==> src/rtl/axis_byte_packer.sv <==
// Byte-to-word AXI-Stream up-converter: packs WIDTH_BYTES input bytes, first byte MSB,
// into one output word held in a registered output slice with full-throughput handoff.
module axis_byte_packer #(
  parameter int unsigned WIDTH_BYTES = 1
) (
  input  logic                     clk,
  input  logic                     rst,
  input  logic [7:0]               s_axis_tdata,
  input  logic                     s_axis_tvalid,
  output logic                     s_axis_tready,
  output logic [8*WIDTH_BYTES-1:0] m_axis_tdata,
  output logic                     m_axis_tvalid,
  input  logic                     m_axis_tready
);

  localparam int unsigned CNT_W = (WIDTH_BYTES > 1) ? $clog2(WIDTH_BYTES) : 1;
  localparam logic [CNT_W-1:0] LAST = CNT_W'(WIDTH_BYTES - 1);

  logic [CNT_W-1:0]         r_cnt;
  logic                     w_last;
  logic                     w_accept;
  logic [8*WIDTH_BYTES-1:0] w_word;

  assign w_last        = (r_cnt == LAST);
  // Only the final byte needs the output register; earlier bytes always land in the accumulator.
  assign s_axis_tready = !rst && (!w_last || !m_axis_tvalid || m_axis_tready);
  assign w_accept      = s_axis_tvalid && s_axis_tready;

  generate
    if (WIDTH_BYTES > 1) begin : g_acc
      localparam int unsigned ACC_W = 8 * (WIDTH_BYTES - 1);
      logic [ACC_W-1:0] r_acc;

      always_ff @(posedge clk) begin
        if (rst) begin
          r_acc <= '0;
        end else if (w_accept && !w_last) begin
          r_acc <= ACC_W'({r_acc, s_axis_tdata});
        end
      end

      assign w_word = {r_acc, s_axis_tdata};
    end else begin : g_no_acc
      assign w_word = s_axis_tdata;
    end
  endgenerate

  always_ff @(posedge clk) begin
    if (rst) begin
      r_cnt <= '0;
    end else if (w_accept) begin
      r_cnt <= w_last ? '0 : r_cnt + CNT_W'(1);
    end
  end

  always_ff @(posedge clk) begin
    if (rst) begin
      m_axis_tvalid <= 1'b0;
      m_axis_tdata  <= '0;
    end else if (w_accept && w_last) begin
      m_axis_tvalid <= 1'b1;
      m_axis_tdata  <= w_word;
    end else if (m_axis_tready) begin
      m_axis_tvalid <= 1'b0;
    end
  end

endmodule

==> config.mk <==
export PLATFORM = sky130hd
export DESIGN_NAME = axis_byte_packer
export DESIGN_NICKNAME = d
export VERILOG_FILES = /design/src/rtl/axis_byte_packer.sv
export SDC_FILE = /design/constraint.sdc
export NUM_CORES = 1
export LEC_CHECK = 0
export BUFFER_PORTS_ARGS = -buffer_cell sky130_fd_sc_hd__buf_2
export CAP_MARGIN = 10
export CORE_AREA = 3 3 40 42
export CTS_BUF_LIST = sky130_fd_sc_hd__clkbuf_4 sky130_fd_sc_hd__clkbuf_8 sky130_fd_sc_hd__clkbuf_16
export CTS_CLUSTER_SIZE = 8
export DETAILED_ROUTE_END_ITERATION = 6
export DIE_AREA = 0 0 43 45
export GPL_ROUTABILITY_DRIVEN = 1
export HOLD_SLACK_MARGIN = 0.15
export PLACE_DENSITY = 0.63
export RECOVER_POWER = 25
export SYNTH_ARGS = -nofsm -noshare
export SYNTH_HDL_FRONTEND = slang
export SYNTH_SLANG_ARGS = --single-unit
==> constraint.sdc <==
create_clock -name clk -period 1.4 [get_ports clk]
set_clock_uncertainty 0.2 [all_clocks]
set_input_delay 0.28 -clock clk [delete_from_list [all_inputs] [get_ports clk]]
set_output_delay 0.28 -clock clk [all_outputs]
set_load 0.01 [all_outputs]
# Word level (Yosys, flattened, before mapping)
# Index checks and enable logic that the tools add are counted.
[totals]
ff_bits = 10
output_inout_bits = 10
[op_classes]
n_bitwise = 1
n_mux = 3
reduce_logical = 8
addsub = 1
[ops]
columns = ["cell", "count"]
rows = [
  ["1-bit logical AND", 3],
  ["1-bit two-way mux", 3],
  ["1-bit logical NOT", 2],
  ["1-bit logical OR", 2],
  ["2-bit nonzero test", 1],
  ["1-bit adder, second input constant", 1],
  ["1-bit inverter", 1],
]

# Longest topological paths before layout
[depth]
word_depth = 7
ltp_mapped = 4
ltp_nobuf = 3

# Worst setup path before layout
# No wires, ideal clock.
[synth_path]
path_type = "flip-flop to flip-flop"
from = "register m_axis_tvalid"
to = "register m_axis_tdata[0]"
path_stages_with_launch = 5
period_less_slack_ns = 1.133
t_arrival_ns = 0.862
path_buffers = 1
slack_ns = 0.267
cell_sequence = "dfxtp_1 nor2b_4 nor2b_2 buf_6 mux2i_1"
[synth_via]
elab_chain_len = 6
[synth_rtl]
columns = ["element", "line", "text"]
rows = [
  ["start, declared", "12", "output logic m_axis_tvalid,"],
  ["start signal, assigned", "58", "m_axis_tvalid <= 1'b0;"],
  ["start signal, assigned", "61", "m_axis_tvalid <= 1'b1;"],
  ["start signal, assigned", "64", "m_axis_tvalid <= 1'b0;"],
  ["1-bit logical NOT", "26", "assign s_axis_tready = !rst && (!w_last || !m_axis_tvalid || m_axis_tready);"],
  ["1-bit logical OR (2 in a row)", "26", ""],
  ["1-bit logical AND", "26", ""],
  ["1-bit logical AND", "27", "assign w_accept = s_axis_tvalid && s_axis_tready;"],
  ["1-bit logical AND", "60", "end else if (w_accept && w_last) begin"],
  ["end signal, assigned", "62", "m_axis_tdata <= w_word;"],
  ["end, declared", "11", "output logic [8*WIDTH_BYTES-1:0] m_axis_tdata,"],
]
# Every way passes these cells.
# A chain may end at the register's enable or synchronous reset.

# Worst setup path after layout
[layout_path]
from = "register m_axis_tvalid"
to = "output port s_axis_tready"
[layout_via]
elab_chain_len = 4
[layout_rtl]
columns = ["element", "line", "text"]
rows = [
  ["1-bit logical NOT", "26", ""],
  ["1-bit logical OR (2 in a row)", "26", ""],
  ["1-bit logical AND", "26", ""],
  ["end, declared", "10", "output logic s_axis_tready,"],
]
# Every way passes these cells.

==> impl_metrics.yaml <==
outcome:
  run_status: "finished with violations"
  failed_checks: "setup timing"
setup_path:
  crit_arrival_ps: 950
  worst-r2r-cell-count: 3
  cp.required_ps: 920
  worstSetupStartpoint: "m_axis_tvalid$_SDFFE_PP0P_"
  path_max_fanout: 3
  rr_startpoint: "m_axis_tvalid$_SDFFE_PP0P_"
  crit_path_end_kind: "output port"
  start_kind: "flip-flop"
  path_class: "reg2out"
synth:
  synth.distinct_cells: 8
  synth_top_cell_area_share_pct: 43.90
  yosys_warnings: 0
  synthesis.area_sq_um: 410.4
  synth.ff_latch_count: 9
  synth_area_leader_cell: "dfxtp_1"
  synth_area_leaders: "dfxtp_1 (44%), nand2b_1 (24%), mux2i_1 (20%)"
  syn-num-nets: 52
  synth_area_per_cell_sq_um: 10.26
  ys_seq_area_share_pct: 43.90
  syn_inst: 40
route:
  vias: 360
  drt_iter0_markers: 10
  met2_length_microns: 378
  drc: 0
  firstDrtPassIters: 4
  wl_met3_microns: 57
  wl_per_cell_microns: 9.678
  routedLengthMet1_microns: 396
  final_antenna_net_count: 0
  finalWirelength_microns: 842
  top_layer_used: "met4"
  drt-vias-per-instance: 4.138
floorplan:
  core-area_sq_um: 1285
  fp.dieArea_sq_um: 1935
  rows: 13
  initial_utilization_pct: 31.94
  design.portCount: 22
  die_y_microns: 45
  die_x_microns: 43
sta:
  fin_crit_ps: 1428
  drv_slew: 0
  rsz0062_at_grt: "true"
  fin_crit_sh_pct: 102.0
  setup_viol: 1
  finalHoldViolCount: 0
  tightest_slew_ps: 312.6
  whs_ps: 125.5
  max_freq_mhz: 700.1
  timing.max_slew.rel_slack_pct: 79.12
  setup_ws_ps: -28.38
finish:
  antennaDiodeCount: 0
  area_growth_pct: 56.40
  layout.cells.most_common: "buf_2"
  final_cell_mix: "buf_2 (19), nand2b_1 (16), dlygate4sd3_1 (9)"
  drive_gt1_share_pct: 36.11
  nets: 85
global_route:
  grt_pass1_vias: 317
  antenna_found_initial: 0
  gr-usage-all-layers_pct: 10.05
  grt_max_degree: 19
  grt-ovfl-total: 0
  grt_pass1_wl_microns: 1366
cts:
  cts_tree: "yes"
  cts_buffer_depth: 2
  clock-sinks: 9
  clk_pin_slew_ps: 60
  cts-root-buf: "clkbuf_4"
  post_cts_buffers: 0
  cts_buffers: 3
  htree_levels: 1
  clock_latency_ps: 250
power_and_ir_drop:
  vdd_drop_max_mv: 0.4307
  p_per_area_nw_per_um2: 947.5
  fin_total_pwr_mw: 0.6082
  leakagePower_nw: 0.3076
min_path:
  hold_depth: 4
  hold_path.class: "in2reg"
  worstHoldStart: "m_axis_tready"
place:
  globalplace.congestion: 0.6637
  dp_slack_ps: 31.47
  dpl.hpwl_microns: 572.8
  portBuffers: 21
job:
  cap_viol_max_count: 0
-- cells in the mapped netlist, drive strengths merged --
| cell | n |
|---|---|
| nor2 | 3 |
| buf | 2 |
| nor2b | 2 |
| mux2i | 8 |
| dfxtp | 9 |
| nand2b | 16 |
-- where the power goes --
part	internal [mW]	switching, mW	leakage [nW]
clock network	0.129	0.0856	0.0184
registers	0.274	0.00773	0.0745
logic	0.0660	0.0464	0.215
total	0.468	0.140	0.308
-- routing by layer --
metal / GRT usage (%) / up-vias
li1: - / 191
met1: 12.75 / 155
met2: 13.17 / 12
met3: 3.586 / 2
met4: 9.036 / 0
met5: 0 / -
-- worst max-delay path: stages (launching register included) --
cell and delay, ps:
dfxtp_2 330, nor2b_4 170, nor2_1 50, buf_2 140
-- cell type report --
class                           instances  area (sq um)
Fill cell                             127         643.1
Multi-Input combinational cell         29         219.0
Timing Repair Buffer                   30         192.7
Sequential cell                         9         181.4
Clock buffer                            4         30.03
Tap cell                               15         18.77
-- through the flow --
step	TNS, ps	cell area [sq um]	util, %	instances
floorplan	0	410.4	-	40
global placement	0	518.0	40.31	74
detailed placement	0	518.0	40.31	74
CTS	-13.17	639.4	49.76	87
global route	-85.85	641.9	49.95	87
finish	-28.38	641.9	49.95	87
-- cell families after synthesis --
family / count (synthesis) / synth area share [%]
buffers and inverters: 2 / 3.962
DFF: 9 / 43.90
muxes: 8 / 19.51
and+or+nand+nor: 21 / 32.62
-- registers in the layout, summed over array words and instances (netlist names) --
signal         count
m_axis_tvalid      1
m_axis_tdata       8
-- repair_timing --
item                       4_1_cts  5_1_grt
hold buffers                     9        0
setup endpoints to repair        1        9
hold endpoints to repair         9        0
pin swaps                        0        0
gates resized for setup          1        1
-- final timing paths --
check / end / slack [ps]
max: s_axis_tready / -30
min: m_axis_tvalid$_SDFFE_PP0P_ / 130
max reg2reg: m_axis_tdata[4]$_SDFFE_PP0P_ / 170
min reg2reg: m_axis_tdata[1]$_SDFFE_PP0P_ / 270
Power figures use the tool's default switching activity.
